`src/rtl/boot_sequencer.sv`:
```
// rtl/boot_sequencer.sv - loads a program image into ROM, holds the CPU in reset, then releases it at BASE_ADDR
module boot_sequencer #(
  parameter int          HOLD_CYCLES = 10,
  parameter logic [7:0]  BASE_ADDR   = 8'h00
) (
  input  logic       clk,
  input  logic       reset,
  input  logic       boot_req,
  input  logic       load_valid,
  input  logic [7:0] load_data,
  input  logic       load_last,
  output logic       load_ready,
  output logic       rom_we,
  output logic [7:0] rom_addr,
  output logic [7:0] rom_wdata,
  output logic       pc_load,
  output logic [7:0] pc_value,
  output logic       cpu_reset,
  output logic       boot_done,
  output logic       boot_error,
  output logic [8:0] byte_count
);

  typedef enum logic [2:0] {
    LOAD  = 3'd0,
    HOLD  = 3'd1,
    PCSET = 3'd2,
    RUN   = 3'd3,
    ERROR = 3'd4
  } state_t;

  localparam logic [7:0] HOLD_LAST = 8'(HOLD_CYCLES - 1);

  state_t     state;
  state_t     state_next;
  logic [7:0] hold_cnt;
  logic       xfer;
  logic       restart;

  assign pc_value = BASE_ADDR;

  always_comb begin
    state_next = state;
    xfer       = load_valid && load_ready;
    restart    = boot_req && (state != LOAD);
    case (state)
      LOAD: begin
        if (xfer) begin
          if (load_last)                state_next = HOLD;
          else if (byte_count == 9'd255) state_next = ERROR;
        end
      end
      HOLD: begin
        if (boot_req)                   state_next = LOAD;
        else if (hold_cnt == HOLD_LAST) state_next = PCSET;
      end
      PCSET:   state_next = boot_req ? LOAD : RUN;
      RUN:     if (boot_req) state_next = LOAD;
      ERROR:   if (boot_req) state_next = LOAD;
      default: state_next = LOAD;
    endcase
  end

  // Every status output is a registered decode of the state being entered.
  always_ff @(posedge clk or negedge reset) begin
    if (!reset) begin
      state      <= LOAD;
      hold_cnt   <= 8'd0;
      byte_count <= 9'd0;
      load_ready <= 1'b0;
      rom_we     <= 1'b0;
      rom_addr   <= 8'd0;
      rom_wdata  <= 8'd0;
      pc_load    <= 1'b0;
      cpu_reset  <= 1'b0;
      boot_done  <= 1'b0;
      boot_error <= 1'b0;
    end else begin
      state      <= state_next;
      load_ready <= (state_next == LOAD);
      pc_load    <= (state_next == PCSET);
      cpu_reset  <= (state_next == RUN);
      boot_done  <= (state_next == RUN);
      boot_error <= (state_next == ERROR);
      rom_we     <= xfer;
      if (xfer) begin
        rom_addr  <= byte_count[7:0];
        rom_wdata <= load_data;
      end
      if (restart)   byte_count <= 9'd0;
      else if (xfer) byte_count <= byte_count + 9'd1;
      if (state == HOLD && state_next == HOLD) hold_cnt <= hold_cnt + 8'd1;
      else                                     hold_cnt <= 8'd0;
    end
  end

endmodule

```
`config.mk`:
```
export PLATFORM = sky130hd
export DESIGN_NAME = boot_sequencer
export DESIGN_NICKNAME = d
export VERILOG_FILES = /design/src/rtl/boot_sequencer.sv
export SDC_FILE = /design/constraint.sdc
export NUM_CORES = 1
export LEC_CHECK = 0
export CAP_MARGIN = 10
export CORE_ASPECT_RATIO = 0.8
export CORE_MARGIN = 2
export CORE_UTILIZATION = 47
export CTS_CLUSTER_DIAMETER = 100
export CTS_CLUSTER_SIZE = 25
export DETAILED_ROUTE_END_ITERATION = 10
export PLACE_DENSITY = 0.79
export SYNTH_ARGS = -nofsm -noshare
export SYNTH_HDL_FRONTEND = slang
export SYNTH_SLANG_ARGS = --single-unit
```
`constraint.sdc`:
```
create_clock -name clk -period 2.4 [get_ports clk]
set_input_delay 0.48 -clock clk [delete_from_list [all_inputs] [get_ports clk]]
set_output_delay 0.48 -clock clk [all_outputs]
set_load 0.01 [all_outputs]
```
==> results.sh, run 1 <==
export IMPL_arrival_ps=1350
export IMPL_r2r_start="hold_cnt[4]$_DFF_PN0_"
export IMPL_core_sq_um=3800
export IMPL_synthArstFlopShare_pct=100
export IMPL_synth_area_leaders="dfrtp_1, nand2_1, buf_4"
export IMPL_leakage_nw=1.09
export IMPL_avgSynthCellArea_sq_um=9.38
export IMPL_drt_first_pass_iters=4
export IMPL_dp_slack_ps=530
export IMPL_criticalPathCategory="flop to output pin"
export IMPL_final_util_pct=63.4
export IMPL_yosysTopAreaCellShare_pct=54.7
export IMPL_worst_hold_path_type="input port to asynchronous set/reset pin"
export IMPL_grt_max_degree=42
export IMPL_port_buffers=43
export IMPL_wl_mm=3.79
export IMPL_ios=52
export IMPL_seq_area_frac_synth_pct=54.7
export IMPL_num_rows=20
export IMPL_vias_per_cell=5.00
export IMPL_cts_tree="yes"
export IMPL_final_layout_size_suffix_gt1_share_pct=5.76
export IMPL_synth_seq_cells=41
export IMPL_post_cts_resized=0
export IMPL_critPathLaunchType="flop"
export IMPL_fillers=333
export IMPL_maxCapViolations=0
export IMPL_worstPathCellList="clkdlybuf4s50_1"
export IMPL_grt_pass1_vias=1278
export IMPL_die_h_um=60.5
export IMPL_first_iter_violations=66
export IMPL_htree_levels=2
export IMPL_die_w_um=74.7
export IMPL_overflow=0
export IMPL_synth_area_sq_um=1880
export IMPL_clock_sinks=41
export IMPL_track_usage_pct=18.8
export IMPL_yosysMostFrequentCell="nand2_1"
export IMPL_cts_buffer_depth=2
export IMPL_antenna_found_initial=0
export IMPL_start_util_pct=49.3
export IMPL_ctsHoldBuffers=0
export IMPL_worstMarginPinSlew_ps=901
export IMPL_globalplace_congestion=0.785
export IMPL_max_stage_delay_ps=580
export IMPL_ys_top_cells_by_count="nand2_1, dfrtp_1, nor2_1, buf_4, o21ai_0"
export IMPL_cts_buffers=5
export IMPL_power_density_nw_per_um2=766
export IMPL_critPathTopFamily="buffers and inverters"
export IMPL_ir_drop_mv=0.577
export IMPL_finalHoldViolCount=0
export IMPL_final_min_clock_period_ps=1830
export IMPL_finalClockSkew_ps=1.88
export IMPL_path_max_fanout=6
export IMPL_worst_path_buf_inv=1
export IMPL_rr_worst_depth=3
export IMPL_critPathSlowestCell="clkdlybuf4s50_1"
export IMPL_ys_types=32
export IMPL_dp_hpwl_mm=2.65
export IMPL_dieArea_sq_um=4520
export IMPL_grt_pass1_wl_mm=6.13
export IMPL_p_total_mw=1.85
export IMPL_synth_xor_area_share_pct=1.87
export IMPL_synthAdderAreaFrac_pct=2.67
export IMPL_clk_pin_slew_ps=80
export IMPL_endpoint_kind="output pin"
export IMPL_finalSetupViolCount=0
export IMPL_slew_headroom_pct=40.0
export IMPL_grt_setup_unrepaired="false"
export IMPL_period_share_pct=76.2
export IMPL_drc=0
export IMPL_synth_ff_type="dfrtp_1"
export IMPL_via_count=1490
export IMPL_syn_inst=200
export IMPL_rrSetupSlack_ps=640
export IMPL_status="complete, no violations"
export IMPL_fmax_mhz=547
export IMPL_worst_slack_ps=571
export IMPL_root_buffer="clkbuf_8"
export IMPL_synth_compound_area_share_pct=10.1
export IMPL_area_delta_synth_final_pct=28.5
export IMPL_timing_rr_end="state[0]$_DFF_PN0_"
export IMPL_clock_latency_ps=290
export IMPL_synthSimpleGateAreaFrac_pct=22.9
export IMPL_synth_top_family_by_area="simple AND/OR/NAND/NOR gates"
export IMPL_synth_mux_area_share_pct=0
export IMPL_antenna_cells=0
export IMPL_synth_edff_count=0
export IMPL_slew_viol_final=0
export IMPL_post_cts_buffers=0
export IMPL_layout_nets=260
export IMPL_worstPathRequired_ps=1920
export IMPL_synth_largest_area_cell="dfrtp_1"
export IMPL_wire_per_inst_um=12.7
export IMPL_ant_nets=0
export IMPL_tns_ps=0
export IMPL_synth_warnings=0
==> report_power, final <==
part | switching (mW) | internal, mW | total (mW)
registers | 0.0867 | 0.782 | 0.869
logic | 0.212 | 0.231 | 0.443
clock network | 0.233 | 0.302 | 0.535
==> layout by cell type, fill, tap and decap left out <==
cell             count
nand2_1             50
clkdlybuf4s50_1     42
dfrtp_1             41
nor2_1              14
o21ai_0             12
a21oi_1             11
inv_1               10
conb_1               8
nand3_1              7
or3_1                7
clkbuf_8             5
nand4_1              4
ha_1                 4
nor3_1               3
or4_4                2
xor2_1               2
xnor2_1              2
buf_4                2
a32oi_1              1
nor3_2               1
a32o_1               1
a31o_1               1
nor4b_1              1
o41ai_2              1
nand3b_1             1
nor2b_1              1
a21boi_0             1
and3b_1              1
o21a_1               1
o31ai_1              1
or4_1                1
a211oi_1             1
clkinv_2             1
bufinv_16            1
buf_2                1
==> worst reg2reg max path: stages (launching register included) <==
cell	delay [ps]
dfrtp_1	430
or4_4	560
or4_4	440
a31o_1	230
==> cell families after synthesis <==
family / count (synthesis)
other: 1
adders and majority gates: 4
xor gates and xnor gates: 4
DFF: 41
buffers and inverters: 26
and+or+nand+nor: 93
AOI/OAI and AO/OA: 31
==> worst max-delay path by stage <==
stage          cells after the start                        end  slack [ps]                      start
2_1_floorplan                      3         state[0]$_DFF_PN0_         700      hold_cnt[4]$_DFF_PN0_
3_3_place_gp                       4  byte_count[7]$_DFFE_PN0P_         560                 load_valid
3_5_place_dp                       4  byte_count[7]$_DFFE_PN0P_         530                 load_valid
4_1_cts                            1              byte_count[2]         560  byte_count[2]$_DFFE_PN0P_
5_1_grt                            1              byte_count[2]         510  byte_count[2]$_DFFE_PN0P_
6_report                           1              byte_count[2]         570  byte_count[2]$_DFFE_PN0P_
==> sequential cells by signal (all words and copies together), names as in the netlist <==
| signal | cells |
|---|---|
| boot_done | 1 |
| boot_error | 1 |
| byte_count | 9 |
| hold_cnt | 8 |
| load_ready | 1 |
| pc_load | 1 |
| rom_addr | 8 |
| rom_wdata | 8 |
| rom_we | 1 |
| state | 3 |
==> per-layer routing <==
layer / part of all wire (%) / vias to the layer above / wire length [um] / track usage, %
met5: 0 / - / 0 / 0
met4: 0.71 / 0 / 27 / 8.16
met3: 4.7 / 2 / 178 / 6.64
met2: 43 / 45 / 1640 / 26.9
met1: 51 / 710 / 1940 / 26.2
li1: - / 733 / - / -
==> final cells by class <==
| cell class | instances | area [sq um] | area share (%) |
|---|---|---|---|
| sequential | 41 | 1030 | 42.6 |
| clock inverter | 2 | 35.0 | 1.45 |
| clock buffer | 5 | 68.8 | 2.85 |
| multi-input combinational | 140 | 734 | 30.5 |
| timing repair buffer | 45 | 440 | 18.3 |
| tap | 55 | 68.8 | 2.85 |
| inverter | 10 | 37.5 | 1.56 |
==> through the flow <==
step | hold slack, ps | cells | instance area [sq um]
2_1_floorplan | 184 | 207 | 1900
3_3_place_gp | 458 | 291 | 2310
3_5_place_dp | 461 | 291 | 2310
4_1_cts | 326 | 298 | 2410
5_1_grt | 381 | 298 | 2410
6_report | 301 | 298 | 2410
Power figures use the tool's default switching activity.
==> inputs of run 2 (changes only) <==
CORE_UTILIZATION = 43   (was 47)
PLACE_DENSITY = 0.76   (was 0.79)
clock period = 1.63 ns   (was 2.4 ns; I/O delays follow)
==> results.sh, run 2 (synthesis results as in run 1) <==
export IMPL_endpoint_kind="flop"
export IMPL_worst_path_buf_inv=0
export IMPL_cts_buffers=5
export IMPL_cts_tree="yes"
export IMPL_fillers=335
export IMPL_htree_levels=2
export IMPL_slew_viol_final=0
export IMPL_arrival_ps=1870
export IMPL_path_common_cell="or4_4"
export IMPL_overflow=0
export IMPL_max_stage_delay_ps=530
export IMPL_first_iter_violations=135
export IMPL_ant_nets=0
export IMPL_status="complete, but fails checks"
export IMPL_finalClockSkew_ps=6.35
export IMPL_dp_hpwl_mm=2.72
export IMPL_placed_cells=306
export IMPL_final_layout_size_suffix_gt1_share_pct=15.4
export IMPL_slew_headroom_pct=64.8
export IMPL_largest_reg_flops=9
export IMPL_critPathSlowestCell="or4_4"
export IMPL_busiest_layer="met2"
export IMPL_use_met1_pct=25.3
export IMPL_worst_hold_path_type="input port to asynchronous set/reset pin"
export IMPL_num_rows=21
export IMPL_startpoint="hold_cnt[7]$_DFF_PN0_"
export IMPL_rr_worst_depth=3
export IMPL_violations="negative setup slack"
export IMPL_clock_latency_ps=300
export IMPL_finalHoldViolCount=0
export IMPL_grt_pass1_wl_mm=6.89
export IMPL_dieArea_sq_um=4910
export IMPL_ios=52
export IMPL_finalSetupViolCount=1
export IMPL_ir_drop_mv=0.718
export IMPL_die_h_um=63.1
export IMPL_final_min_clock_period_ps=1680
export IMPL_timing_rr_end="state[0]$_DFF_PN0_"
export IMPL_period_share_pct=103
export IMPL_rrSetupSlack_ps=-50
export IMPL_tns_ps=-53.2
export IMPL_leakage_nw=1.24
export IMPL_clk_pin_slew_ps=80
export IMPL_clock_sinks=41
export IMPL_layout_commonest_cell="nand2_1"
export IMPL_layout_common_cells="nand2_1, clkdlybuf4s50_1, dfrtp_1"
export IMPL_worstMarginPinSlew_ps=521
export IMPL_ctsHoldBuffers=0
export IMPL_cts_buffer_depth=2
export IMPL_fmax_mhz=594
export IMPL_grt_use_met3_pct=4.73
export IMPL_wire_per_inst_um=12.7
export IMPL_track_usage_pct=18.0
export IMPL_cp_num_cells=3
export IMPL_worst_slack_ps=-53.2
export IMPL_wl_mm=4.11
export IMPL_vias_per_cell=4.86
export IMPL_largest_register="byte_count"
export IMPL_grt_max_degree=42
export IMPL_worstPathCellList="or4_4 -> or4_4 -> a31o_1"
export IMPL_r2r_start="hold_cnt[7]$_DFF_PN0_"
export IMPL_maxCapViolations=0
export IMPL_drc=0
export IMPL_via_count=1570
export IMPL_critPathLaunchType="flop"
export IMPL_die_w_um=77.9
export IMPL_path_max_fanout=3
export IMPL_area_delta_synth_final_pct=39.5
export IMPL_root_buffer="clkbuf_8"
export IMPL_core_sq_um=4180
export IMPL_criticalPathCategory="flop to flop"
export IMPL_port_buffers=43
export IMPL_power_density_nw_per_um2=1090
export IMPL_start_util_pct=44.9
export IMPL_grt_pass1_vias=1469
export IMPL_dp_slack_ps=-88.5
export IMPL_layout_nets=282
export IMPL_antenna_cells=0
export IMPL_globalplace_congestion=0.840
export IMPL_drt_first_pass_iters=4
export IMPL_worstPathRequired_ps=1820
export IMPL_stdcell_count=323
export IMPL_grtUsageMet2_pct=26.4
export IMPL_antenna_found_initial=0
export IMPL_critPathTopFamily="simple AND/OR/NAND/NOR gates"
export IMPL_grt_setup_unrepaired="true"
## run 2: worst max path at each step
stage | to | slack [ps]
finish | state[0]$_DFF_PN0_ | -50
global route | state[0]$_DFF_PN0_ | -80
CTS | state[0]$_DFF_PN0_ | -60
detailed placement | byte_count[7]$_DFFE_PN0P_ | -90
global placement | byte_count[7]$_DFFE_PN0P_ | -60
floorplan | state[0]$_DFF_PN0_ | -30
## run 2: repair_timing
action                     CTS  global route
pin swaps                    0             0
setup buffers                4             5
resized for setup            3             5
setup endpoints to repair    6            15
## run 2: routing by layer
metal	wire, um	share of wire [%]	vias up
met5	0	0	-
met4	56	1.4	0
met3	282	6.9	7
met2	1830	44	62
met1	1940	47	721
li1	-	-	780
## run 2: layout make-up
type	instances	area (sq um)	area share, %
clock inverters	2	37.5	1.43
repair buffers	67	613	23.4
flip-flops and latches	41	1030	39.4
inverters	10	37.5	1.43
well taps	57	71.3	2.72
clock buffers	6	82.6	3.15
multi-input cells	140	746	28.5
## run 2: where the power goes
part	internal (mW)	leakage, nW	switching (mW)
logic	0.382	0.643	0.348
registers	1.16	0.537	0.120
clock network	0.498	0.0574	0.348
total	2.04	1.24	0.816
## run 2: metrics by stage
stage               util (%)  cell area [sq um]  hold WS, ps  total power, mW
global route            62.7               2620          132             3.01
finish                  62.7               2620         87.7             2.85
floorplan                  -               1900         30.4             1.59
detailed placement      57.6               2410          420             1.98
CTS                     61.3               2560         99.5             2.88
global placement        57.6               2410          413             1.96
